**src/rtl/sum_seq_n_pkg.sv**
```systemverilog
// Shared types for the chunked multi-cycle adder/subtractor.
// State encodings are fixed so debug traces stay stable.
package sum_seq_n_pkg;

  typedef enum logic [1:0] {
    IDLE = 2'd0,
    RUN  = 2'd1,
    DONE = 2'd2
  } state_e;

endpackage

```
**src/rtl/sum_chunk.sv**
```systemverilog
// Combinational W-bit adder slice with carry in/out.
// Also exposes the carry into the slice MSB for overflow detection.
module sum_chunk #(
  parameter int W = 4
) (
  input  logic [W-1:0] a,
  input  logic [W-1:0] b,
  input  logic         cin,
  output logic [W-1:0] s,
  output logic         cout,
  output logic         c_msb
);

  logic [W:0] full;

  assign full  = {1'b0, a} + {1'b0, b} + {{W{1'b0}}, cin};
  assign s     = full[W-1:0];
  assign cout  = full[W];
  // carry into the MSB falls out of the MSB sum bit
  assign c_msb = a[W-1] ^ b[W-1] ^ full[W-1];

endmodule

```
**src/rtl/sum_seq_n.sv**
```systemverilog
// Multi-cycle WIDTH-bit add/sub, CHUNK bits per clock, LSB first.
// Carry is registered between chunks; result held until next completion.
module sum_seq_n
  import sum_seq_n_pkg::*;
#(
  parameter int WIDTH = 16,
  parameter int CHUNK = 4
) (
  input  logic             clk,
  input  logic             rst,
  input  logic             start,
  input  logic             sub,
  input  logic [WIDTH-1:0] A,
  input  logic [WIDTH-1:0] B,
  output logic             busy,
  output logic             done,
  output logic [WIDTH:0]   C,
  output logic             ovf
);

  localparam int NCHUNK = WIDTH / CHUNK;
  localparam int CW     = $clog2(NCHUNK + 1);

  state_e           state_q, state_d;
  logic [WIDTH-1:0] a_q, a_d;
  logic [WIDTH-1:0] b_q, b_d;
  logic [WIDTH-1:0] res_q, res_d;
  logic             carry_q, carry_d;
  logic             sub_q, sub_d;
  logic [CW-1:0]    cnt_q, cnt_d;
  logic [WIDTH:0]   c_q, c_d;
  logic             ovf_q, ovf_d;

  logic [CHUNK-1:0] s;
  logic             cout;
  logic             c_msb;

  sum_chunk #(
    .W(CHUNK)
  ) u_chunk (
    .a    (a_q[CHUNK-1:0]),
    .b    (b_q[CHUNK-1:0]),
    .cin  (carry_q),
    .s    (s),
    .cout (cout),
    .c_msb(c_msb)
  );

  always_comb begin
    state_d = state_q;
    a_d     = a_q;
    b_d     = b_q;
    res_d   = res_q;
    carry_d = carry_q;
    sub_d   = sub_q;
    cnt_d   = cnt_q;
    c_d     = c_q;
    ovf_d   = ovf_q;
    unique case (state_q)
      IDLE, DONE: begin
        state_d = IDLE;
        if (start) begin
          state_d = RUN;
          a_d     = A;
          b_d     = B ^ {WIDTH{sub}};
          carry_d = sub;
          sub_d   = sub;
          cnt_d   = '0;
        end
      end
      RUN: begin
        a_d     = a_q >> CHUNK;
        b_d     = b_q >> CHUNK;
        res_d   = (res_q >> CHUNK)
                | (WIDTH'(s) << (WIDTH - CHUNK));
        carry_d = cout;
        cnt_d   = cnt_q + 1'b1;
        if (cnt_q == CW'(NCHUNK - 1)) begin
          state_d = DONE;
          // subtract reports borrow, the inverse of carry
          c_d     = {cout ^ sub_q, res_d};
          ovf_d   = c_msb ^ cout;
        end
      end
      default: state_d = IDLE;
    endcase
  end

  always_ff @(posedge clk or posedge rst) begin
    if (rst) begin
      state_q <= IDLE;
      a_q     <= '0;
      b_q     <= '0;
      res_q   <= '0;
      carry_q <= 1'b0;
      sub_q   <= 1'b0;
      cnt_q   <= '0;
      c_q     <= '0;
      ovf_q   <= 1'b0;
    end else begin
      state_q <= state_d;
      a_q     <= a_d;
      b_q     <= b_d;
      res_q   <= res_d;
      carry_q <= carry_d;
      sub_q   <= sub_d;
      cnt_q   <= cnt_d;
      c_q     <= c_d;
      ovf_q   <= ovf_d;
    end
  end

  assign busy = (state_q == RUN);
  assign done = (state_q == DONE);
  assign C    = c_q;
  assign ovf  = ovf_q;

endmodule

```
**config.mk**
```make
export PLATFORM = sky130hd
export DESIGN_NAME = sum_seq_n
export DESIGN_NICKNAME = d
export VERILOG_FILES = /design/src/rtl/sum_seq_n_pkg.sv /design/src/rtl/sum_chunk.sv /design/src/rtl/sum_seq_n.sv
export SDC_FILE = /design/constraint.sdc
export NUM_CORES = 1
export LEC_CHECK = 0
export ABC_AREA = 1
export BUFFER_PORTS_ARGS = -buffer_cell sky130_fd_sc_hd__buf_4
export CAP_MARGIN = 20
export CORE_UTILIZATION = 59
export CTS_CLUSTER_SIZE = 10
export DETAILED_ROUTE_END_ITERATION = 8
export PLACE_DENSITY = 0.84
export SETUP_SLACK_MARGIN = 0.15
export SYNTH_ARGS = -nofsm -noshare
export SYNTH_HDL_FRONTEND = slang
export SYNTH_SLANG_ARGS = --single-unit
```
**constraint.sdc**
```tcl
create_clock -name clk -period 3.44 [get_ports clk]
set_input_delay 0.688 -clock clk [delete_from_list [all_inputs] [get_ports clk]]
set_output_delay 0.688 -clock clk [all_outputs]
set_load 0.02 [all_outputs]
```
==> flow_summary.rst, run 1 <==
.. list-table::
   :header-rows: 1

   * - Metric
     - Value
   * - Die Span Y
     - 74.5 um
   * - Proportion of netlist area held by the largest area contributor
     - 55.6%
   * - Number of antenna violations at the first check in global routing
     - 0
   * - Post-synthesis net count
     - 378
   * - Number of buffers inserted by post-CTS setup repair
     - 0
   * - Post-synthesis share of cell area spent on full adders, half adders and majority gates
     - 3.31%
   * - Leakage power
     - 1.83 nW
   * - Number of optimization iterations in the first detailed-route pass
     - 5
   * - Category of the worst setup path launch point
     - register
   * - Largest family of logic cells by synthesized area
     - simple AND/OR/NAND/NOR gates
   * - Post-synthesis to final-layout area growth
     - 18.6%
   * - Core Area
     - 0.00507 sq mm
   * - Global-route wire length before repair
     - 10200 um
   * - Last weighted congestion value of the routability-driven placer
     - 0.813
   * - Clock tree skew after final layout
     - 0.00949 ns
   * - Number of DRC markers in iteration 0
     - 97
   * - Clock transition at the registers of the reported paths
     - 0.07 ns
   * - Nets
     - 430
   * - Post-Place Cell Area
     - 0.00352 sq mm
   * - Post-Place Setup Slack
     - 1.31 ns
   * - Finish-stage setup viols
     - 0
   * - Flops & latches, synth
     - 69
   * - Library cell used as clock root buffer
     - clkbuf_8
   * - Fraction of layout cells with a size suffix above 1
     - 20.5%
   * - Number of buffers created by CTS
     - 9
   * - Routed vias
     - 2378
   * - Largest fanout of any net on the critical path
     - 41
   * - Drc violations
     - 0
   * - CTS tree
     - yes
   * - WS Path Type
     - register to output pin
   * - Total Neg Setup Slack
     - 0 ns
   * - Max-cap violations
     - 0
   * - Element type at the critical path end
     - output pin
   * - Average size of a mapped cell
     - 9.26 sq um
   * - Simple-gate share of the synthesized area
     - 16.5%
   * - Largest cells by area after synthesis
     - dfrtp_1, nand2_1, inv_1, o211ai_1, o21ai_0
   * - Count of final max-slew check failures
     - 0
   * - Worst VDD drop
     - 419 uV
   * - Top cell type by total area after synthesis
     - dfrtp_1
   * - Chip Width
     - 74.5 um
   * - Via density per instance
     - 5.16
   * - Hold buffer count at cts
     - 0
   * - Multi-input logic area
     - 0.00113 sq mm
   * - Post-synth design cell area
     - 0.00310 sq mm
   * - Starting density of the core
     - 61.1%
   * - Die ar.
     - 0.00555 sq mm
   * - Number of distinct library cells after synthesis
     - 28
   * - Met1 demand-to-capacity share in global routing
     - 28.9%
   * - Met2 global-route usage
     - 42.2%
   * - Post-synthesis xor/xnor area fraction
     - 3.95%
   * - Total grt overflow
     - 0
   * - CTS HTree Levels
     - 3
   * - Average detailed-routed wire length per instance
     - 12.7 um
   * - Top Ports
     - 56
   * - Run status
     - finished, final reports clean
   * - Detailed-route wire length
     - 5880 um
   * - Top-count cell post-synth
     - nand2_1
   * - Busiest layer in global routing
     - met2
   * - Met3 track utilization from global routing
     - 5.96%
   * - Final critical-path setup slack
     - 1.05 ns
   * - Unrepaired setup endpoints after global routing
     - no
   * - Source-to-sink clock delay at the later pin of the worst-skew pair
     - 0.33 ns
   * - Overall power of the completed layout
     - 3.41 mW
   * - Number of antenna-violating nets in the routed design
     - 0
   * - Maximum number of pins on one net before global-route repair
     - 70
   * - Final-report hold violation count
     - 0
   * - Critical path data arrival time
     - 1.71 ns
   * - Main synth FF type
     - dfrtp_1
   * - Proportion of synthesized chip area in sequential cells
     - 55.6%
   * - Hold Path Class
     - register to register
   * - FF+latch area
     - 0.00173 sq mm
   * - Placement row count
     - 26
   * - Multiplexer area fraction after synthesis
     - 0%
   * - Ys async rst share
     - 100%
   * - Via count of the first global-routing pass
     - 2441
   * - Post-route minimum period
     - 2.39 ns
   * - Number of enable-type register cells in the synthesized netlist
     - 0
   * - Number of I/O port buffers
     - 55
   * - Relative slew slack
     - 45.1%
   * - Antenna Cells
     - 0
   * - Max Clk Rate
     - 0.418 GHz
   * - Endpoint required time on the critical path
     - 2.75 ns
   * - Filler instances
     - 419
   * - Power per unit of standard cell area
     - 927 mW/mm^2
   * - Cell at the slowest stage of the critical path
     - nand2_2
   * - Global-route usage over all layers
     - 24.7%
   * - Post-synthesis cell count
     - 335
   * - Post-route clock period utilization
     - 69.6%
   * - Post-route cell area
     - 0.00368 sq mm
   * - Transition time at the pin with the least slew margin
     - 0.824 ns
   * - Worst path cell trace
     - inv_1, nand2_2, inv_4, buf_4
   * - Critical Path Max Stage Delay
     - 0.40 ns
   * - Total clock sinks
     - 69
   * - Compound-Gate Fraction of Synth Area
     - 12.6%
   * - Number of buffers on the longest clock path
     - 2
   * - Top post-synthesis cells by count
     - nand2_1, dfrtp_1, inv_1
   * - Dpl hpwl
     - 4010 um
   * - Synth Warn #
     - 0
   * - Number of gates resized after CTS
     - 0
## cells by family (layout without fill, tap and decap cells)
| family | after synthesis | count (layout) |
|---|---|---|
| xor gates and xnor gates | 14 | 14 |
| and+or+nand+nor | 129 | 129 |
| adders and majority gates | 7 | 7 |
| AOI/OAI and AO/OA | 60 | 60 |
| buffers and inverters | 56 | 112 |
| DFF | 69 | 69 |
## path summary, 6_finish.rpt
path,startpoint,end,slack [ns],cells after the start
worst max register to register,state_q[0],C[15],1.33,6
min in group asynchronous,rst,a_q[13],0.62,3
worst min-delay path,C[3],C[3],0.49,2
worst max-delay path,state_q[1],busy,1.05,4
max in group asynchronous,rst,res_q[4],2.29,3
worst min register to register,C[3],C[3],0.49,2
## sequential cells by signal (all words and copies together), names as in the netlist
register,flops
C,17
a_q,16
b_q,16
carry_q,1
cnt_q,3
ovf,1
res_q,12
state_q,2
sub_q,1
## power by group
| group | total [mW] | leakage [nW] | internal, mW | switching (mW) |
|---|---|---|---|---|
| registers | 1.35 | 0.875 | 1.18 | 0.175 |
| logic | 1.51 | 0.875 | 0.559 | 0.947 |
| clock network | 0.551 | 0.0833 | 0.276 | 0.275 |
| total | 3.41 | 1.83 | 2.01 | 1.40 |
## through the flow
stage / hold WS, ns / std cells / utilization, %
floorplan: 0.442 / 335 / -
global placement: 0.451 / 446 / 69.4
detailed placement: 0.473 / 446 / 69.4
CTS: 0.487 / 461 / 72.5
global route: 0.511 / 461 / 72.5
finish: 0.488 / 461 / 72.5
## layout by cell type (no fill, tap or decap)
cell      count
a21oi_1       2
a22o_1        1
buf_4        56
clkbuf_1      3
clkbuf_8     10
clkinv_2      3
dfrtp_1      69
fa_1          2
ha_1          5
inv_1        36
inv_2         3
inv_4         1
nand2_1     106
nand2_2       3
nand2_4       1
nand3_1       6
nand3b_1      1
nor2_1       11
o211ai_1     15
o21ai_0      21
o21ai_1       6
o21ai_2       2
o221ai_1     10
o22ai_1       3
or2_2         1
xnor2_1      12
xor2_1        2
## critical path, delay by kind of cell, from the launching register on
family / cells / cell delay, ns
flip-flops: 1 / 0.36
buffers and inverters: 3 / 0.61
AND/OR/NAND/NOR: 1 / 0.40
## layer usage
| metal | vias to the layer above | part of all wire [%] |
|---|---|---|
| met5 | - | 0 |
| met4 | 0 | 2.2 |
| met3 | 12 | 3.9 |
| met2 | 75 | 50 |
| met1 | 1111 | 44 |
| li1 | 1180 | - |
## cell type report
| class | instances | area share [%] |
|---|---|---|
| sequential | 69 | 46.9 |
| clock buffer | 13 | 4.05 |
| tap | 70 | 2.38 |
| clock inverter | 2 | 0.272 |
| inverter | 41 | 4.28 |
| timing repair buffer | 56 | 11.4 |
| multi-input combinational | 210 | 30.7 |
No activity file was read; power rests on OpenSTA's default activity.
==> run 2: changes to the inputs <==
- CORE_UTILIZATION: 59 -> 50
- PLACE_DENSITY: 0.84 -> 0.76
- clock period: 3.44 -> 2.1 ns (I/O delays scaled with it)
==> flow_summary.rst, run 2 (same netlist as run 1, synthesis figures left out) <==
.. list-table::
   :header-rows: 1

   * - Metric
     - Value
   * - Element type at the critical path end
     - register
   * - Overall power of the completed layout
     - 5.69 mW (+67%)
   * - Final critical-path setup slack
     - 0.283 ns (-0.764 ns)
   * - Total grt overflow
     - 0 (unchanged)
   * - Die ar.
     - 0.00652 sq mm (+17%)
   * - Max reg flops
     - 17 (unchanged)
   * - Count of final max-slew check failures
     - 0 (unchanged)
   * - Routed vias
     - 2351 (-1.1%)
   * - Category of the worst setup path launch point
     - register
   * - Library cell used as clock root buffer
     - clkbuf_8
   * - Number of DRC markers in iteration 0
     - 110 (+13%)
   * - Endpoint required time on the critical path
     - 2.32 ns (-0.43 ns)
   * - Run status
     - finished, final reports clean
   * - Clock transition at the registers of the reported paths
     - 0.07 ns (about the same)
   * - Crit path from
     - a_q[0]
   * - Number of optimization iterations in the first detailed-route pass
     - 4 (-1)
   * - Hold Path Class
     - input pin to asynchronous set/reset pin
   * - Highest-count cells in the layout ignoring fill and taps
     - nand2_1, dfrtp_1, buf_4
   * - CTS tree
     - yes
   * - Critical path data arrival time
     - 2.03 ns (+0.32 ns)
   * - Worst R2R Path Depth
     - 9 (+3)
   * - Largest fanout of any net on the critical path
     - 3 (-93%)
   * - Antenna Cells
     - 0 (unchanged)
   * - Multi-input logic area
     - 0.00113 sq mm (+0.22%)
   * - Transition time at the pin with the least slew margin
     - 0.496 ns (-0.328 ns)
   * - Dpl hpwl
     - 4150 um (+3.5%)
   * - Number of antenna-violating nets in the routed design
     - 0 (unchanged)
   * - Worst setup endpoint
     - ovf
   * - Hold buffer count at cts
     - 0 (unchanged)
   * - Clock tree skew after final layout
     - 0.00790 ns (-0.00160 ns)
   * - Core Area
     - 0.00596 sq mm (+17%)
   * - Most common cell after layout, fill and taps aside
     - nand2_1
   * - Fraction of layout cells with a size suffix above 1
     - 21.5% (+1.0 points)
   * - Global-route wire length before repair
     - 10300 um (+0.95%)
   * - Post-route minimum period
     - 1.82 ns
   * - Nets
     - 434 (+0.93%)
   * - Placement row count
     - 28 (+7.7%)
   * - CTS HTree Levels
     - 3 (unchanged)
   * - Global-route usage over all layers
     - 21.2% (-3.5 points)
   * - Detailed-route wire length
     - 6050 um (+3.0%)
   * - Number of buffers created by CTS
     - 9 (unchanged)
   * - Chip Width
     - 80.8 um (+8.4%)
   * - Max-cap violations
     - 0 (unchanged)
   * - Post-Place Setup Slack
     - 0.243 ns (-1.06 ns)
   * - Die Span Y
     - 80.8 um (+8.4%)
   * - Average detailed-routed wire length per instance
     - 12.9 um (+0.83%)
   * - Relative slew slack
     - 66.9% (+22 points)
   * - Post-synthesis to final-layout area growth
     - 20.8%
   * - Maximum number of pins on one net before global-route repair
     - 49 (-30%)
   * - Top Ports
     - 56 (unchanged)
   * - Number of gates resized after CTS
     - 0 (unchanged)
   * - FF+latch area
     - 0.00173 sq mm (unchanged)
   * - Drc violations
     - 0 (unchanged)
   * - Post-route clock period utilization
     - 86.5%
   * - Number of buffers inserted by post-CTS setup repair
     - 0 (unchanged)
   * - Finish-stage setup viols
     - 0 (unchanged)
   * - Worst VDD drop
     - 693 uV (+65%)
   * - Filler instances
     - 528 (+26%)
   * - R2R Path End
     - ovf
   * - R2r setup slk
     - 0.28 ns (-1.05 ns)
   * - Starting density of the core
     - 52.1% (-9.0 points)
   * - Final-report hold violation count
     - 0 (unchanged)
   * - Total Neg Setup Slack
     - 0 ns (unchanged)
   * - Number of buffers on the longest clock path
     - 2 (unchanged)
   * - Source-to-sink clock delay at the later pin of the worst-skew pair
     - 0.33 ns (about the same)
   * - Via density per instance
     - 4.99 (-3.2%)
   * - Power per unit of standard cell area
     - 1520 mW/mm^2 (+64%)
   * - Via count of the first global-routing pass
     - 2370 (-2.9%)
   * - Reg-to-reg startpoint
     - a_q[0]
   * - Leakage power
     - 1.86 nW (+1.3%)
   * - WS Path Type
     - register to register
   * - Total clock sinks
     - 69 (unchanged)
   * - Non-filler cells in the finished layout
     - 471 (+2.2%)
   * - Number of antenna violations at the first check in global routing
     - 0 (unchanged)
   * - Last weighted congestion value of the routability-driven placer
     - 0.793 (-2.4%)
   * - Number of I/O port buffers
     - 55 (unchanged)
   * - Max Clk Rate
     - 0.550 GHz
   * - Unrepaired setup endpoints after global routing
     - no
   * - Placed instance count
     - 455 (+2.0%)
[run 2: worst max-delay path: stages, from the launching register on]
cell	delay (ns)
dfrtp_1	0.32
inv_1	0.06
fa_2	0.42
fa_1	0.40
inv_1	0.08
nand3_1	0.08
nand2_1	0.12
nand2_1	0.08
nand3_1	0.09
nand2_1	0.06
[run 2: area by class of cell]
type / count / share of cell area, %
clock buffer: 15 / 4.44
timing repair buffer: 60 / 12.4
multi-input combinational: 210 / 30.2
tap: 75 / 2.50
inverter: 41 / 4.31
clock inverter: 1 / 0.134
sequential: 69 / 46.1
[run 2: how the worst min path moves through the flow]
stage                end  slack (ns)
finish              C[8]        0.12
global route        C[8]        0.14
CTS                 C[9]        0.12
detailed placement  C[0]        0.46
global placement    C[0]        0.45
floorplan           C[0]        0.44
[run 2: metrics by stage]
stage / hold slack (ns) / utilization [%] / area [sq um]
global route: 0.139 / 62.9 / 3750
global placement: 0.451 / 60.0 / 3570
CTS: 0.117 / 62.9 / 3740
detailed placement: 0.457 / 60.0 / 3570
floorplan: 0.442 / - / 3110
finish: 0.119 / 62.9 / 3750
[run 2: per-layer routing]
metal	up-vias	track usage, %	share of wire (%)
met5	-	0	0
met1	1094	25.1	46
met4	0	7.86	1.4
li1	1183	-	-
met2	66	37.2	48
met3	8	5.06	4.8
[run 2: power by group]
| group | internal (mW) | leakage [nW] | switching (mW) |
|---|---|---|---|
| logic | 0.977 | 0.893 | 1.56 |
| registers | 1.93 | 0.875 | 0.285 |
| clock network | 0.494 | 0.0877 | 0.448 |
| total | 3.40 | 1.86 | 2.29 |
==> run 3: changes to the inputs <==
- REMOVE_ABC_BUFFERS: unset -> 1
==> flow_summary.rst, run 3 (same netlist as run 1, synthesis figures left out) <==
.. list-table::
   :header-rows: 1

   * - Metric
     - Value
   * - Maximum number of pins on one net before global-route repair
     - 70 (+43%)
   * - Worst R2R Path Depth
     - 9 (unchanged)
   * - Nets
     - 433 (-0.23%)
   * - Cell internal pwr
     - 3.29 mW (-3.1%)
   * - Total clock sinks
     - 69 (unchanged)
   * - Number of I/O port buffers
     - 55 (unchanged)
   * - Largest fanout of any net on the critical path
     - 17 (+14)
   * - Source-to-sink clock delay at the later pin of the worst-skew pair
     - 0.34 ns (about the same)
   * - Switching power
     - 2.25 mW (-2.1%)
   * - Clock power frac
     - 15.5% (-1.0 points)
   * - Critical path data arrival time
     - 1.39 ns (-0.64 ns)
   * - Relative slew slack
     - 75.9% (+9.0 points)
   * - Antenna Cells
     - 0 (unchanged)
   * - Placement row count
     - 28 (unchanged)
   * - Fraction of layout cells with a size suffix above 1
     - 21.4% (-0.091 points)
   * - Count of final max-slew check failures
     - 0 (unchanged)
   * - Dpl hpwl
     - 3940 um (-5.2%)
   * - Detailed-route wire length
     - 5720 um (-5.5%)
   * - Filler instances
     - 531 (+0.57%)
   * - Number of DRC markers in iteration 0
     - 137 (+25%)
   * - Highest layer used for signal routing
     - met4
   * - Number of buffers inserted by post-CTS setup repair
     - 0 (unchanged)
   * - Cell at the slowest stage of the critical path
     - dfrtp_1
   * - Max reg flops
     - 17 (unchanged)
   * - Hold Path Class
     - input pin to asynchronous set/reset pin
   * - Clock transition at the registers of the reported paths
     - 0.06 ns (about the same)
   * - Power per unit of standard cell area
     - 1490 mW/mm^2 (-1.8%)
   * - Worst path cell trace
     - inv_1, nand2_2, inv_4, buf_4
   * - Endpoint required time on the critical path
     - 1.68 ns (-0.64 ns)
   * - Via density per instance
     - 5.07 (+1.5%)
   * - Placed instance count
     - 454 (-0.22%)
   * - Max Clk Rate
     - 0.551 GHz (+0.15%)
   * - Finish-stage setup viols
     - 0 (unchanged)
   * - Post-synthesis to final-layout area growth
     - 19.6%
   * - Element type at the critical path end
     - output pin
   * - Net switching fraction of the power
     - 40.5% (+0.25 points)
   * - R2r setup slk
     - 0.32 ns (+0.04 ns)
   * - Overall power of the completed layout
     - 5.54 mW (-2.7%)
   * - Average detailed-routed wire length per instance
     - 12.2 um (-4.9%)
   * - Library cell used as clock root buffer
     - clkbuf_8
   * - CTS HTree Levels
     - 3 (unchanged)
   * - Number of buffers created by CTS
     - 9 (unchanged)
   * - Part of the total power dissipated in combinational logic
     - 44.8% (+0.2 points)
   * - WS Path Type
     - register to output pin
   * - Leakage power
     - 1.85 nW (-0.52%)
   * - Final critical-path setup slack
     - 0.286 ns (+0.00276 ns)
   * - Transition time at the pin with the least slew margin
     - 0.361 ns (-0.134 ns)
   * - Part of the total power dissipated in sequential elements
     - 39.8% (+0.9 points)
   * - R2R Path End
     - C[16]
   * - Total grt overflow
     - 0 (unchanged)
   * - Met1 Wirelength
     - 2670 um (-4.2%)
   * - Final-report hold violation count
     - 0 (unchanged)
   * - Worst VDD drop
     - 747 uV (+7.9%)
   * - Clock tree skew after final layout
     - 0.00914 ns (+0.00124 ns)
   * - Via count of the first global-routing pass
     - 2248 (-5.1%)
   * - Final worst hold slack
     - 0.155 ns (+0.0359 ns)
   * - Global-route usage over all layers
     - 20.2% (-0.93 points)
   * - Wire length on met2
     - 2680 um (-7.3%)
   * - CTS tree
     - yes
   * - Die Span Y
     - 80.8 um (unchanged)
   * - Number of antenna-violating nets in the routed design
     - 0 (unchanged)
   * - Drc violations
     - 0 (unchanged)
   * - Most common cell after layout, fill and taps aside
     - nand2_1
   * - Category of the worst setup path launch point
     - register
   * - Post-Place Setup Slack
     - 0.281 ns (+0.0380 ns)
   * - Core Area
     - 0.00596 sq mm (unchanged)
   * - Met3 wire len
     - 267 um (-8.6%)
   * - Max-cap violations
     - 0 (unchanged)
   * - Cell family with most CP delay
     - buffers and inverters
   * - Unrepaired setup endpoints after global routing
     - no
   * - Number of antenna violations at the first check in global routing
     - 0 (unchanged)
   * - Die ar.
     - 0.00652 sq mm (unchanged)
   * - Last weighted congestion value of the routability-driven placer
     - 0.898 (+13%)
   * - Chip Width
     - 80.8 um (unchanged)
   * - Number of buffer and inverter instances along the worst setup path
     - 3 (+1)
   * - Top Ports
     - 56 (unchanged)
   * - Post-route clock period utilization
     - 86.4% (-0.13 points)
   * - Non-filler cells in the finished layout
     - 468 (-0.64%)
   * - Number of optimization iterations in the first detailed-route pass
     - 4 (unchanged)
   * - Global-route wire length before repair
     - 9850 um (-4.7%)
   * - Core Util, Final
     - 62.3% (-0.61 points)
   * - Run status
     - finished, final reports clean
   * - Reg-to-reg startpoint
     - a_q[0]
   * - Highest-count cells in the layout ignoring fill and taps
     - nand2_1, dfrtp_1, buf_4
   * - Routed vias
     - 2372 (+0.89%)
   * - Critical Path Max Stage Delay
     - 0.36 ns (-0.06 ns)
   * - Post-route minimum period
     - 1.81 ns (-0.00276 ns)
   * - Starting density of the core
     - 52.1% (unchanged)
   * - Number of buffers on the longest clock path
     - 2 (unchanged)
-- run 3: cell types whose count changed in the layout (fill, tap and decap cells not counted), sizes merged --
cell,previous run,this run
inv,39,40
buf,60,59
clkbuf,15,11
clkinv,2,4
clkinvlp,1,0
-- run 3: final cells by class --
| cell class | count | area [sq um] | share of cell area [%] |
|---|---|---|---|
| Clock buffer | 11 | 131 | 3.54 |
| Clock inverter | 3 | 15.0 | 0.405 |
| Inverter | 41 | 158 | 4.25 |
| Multi-Input combinational cell | 210 | 1130 | 30.5 |
| Sequential cell | 69 | 1730 | 46.5 |
| Tap cell | 75 | 93.8 | 2.53 |
| Timing Repair Buffer | 59 | 455 | 12.3 |
-- run 3: per-stage QoR --
stage	setup TNS, ns	area [sq um]
floorplan	-4.13	3010
global placement	0	3560
detailed placement	0	3560
CTS	0	3710
global route	0	3710
finish	0	3710
-- run 3: power by group through the flow --
stage	registers, mW	logic (mW)	clock network [mW]
finish	2.20	2.48	0.856
global route	2.27	2.84	0.947
CTS	2.21	2.52	0.882
detailed placement	2.23	2.50	0
global placement	2.20	2.43	0
floorplan	2.34	1.56	0
-- run 3: metal layers --
layer,up-vias,track usage (%)
li1,1180,-
met1,1114,25.0
met2,67,33.8
met3,11,4.72
met4,0,9.11
met5,-,0
-- run 3: what timing repair did --
item / in CTS / in global routing
setup endpoints to repair: 0 / 1
hold buffers: 0 / 0
gates resized for setup: 0 / 1
-- run 3: how the worst max path moves through the flow --
stage,startpoint,end,slack [ns],depth (start not counted)
5_1_grt,a_q[0],C[16],0.17,9
3_5_place_dp,a_q[0],C[16],0.28,9
2_1_floorplan,rst,C[0],-0.06,1
3_3_place_gp,a_q[0],ovf,0.34,9
6_report,state_q[1],busy,0.29,4
4_1_cts,state_q[1],busy,0.26,4
-- run 3: worst min-delay path: stages --
cell and delay [ns]:
buf_4 0.11, inv_2 0.06, buf_12 0.31
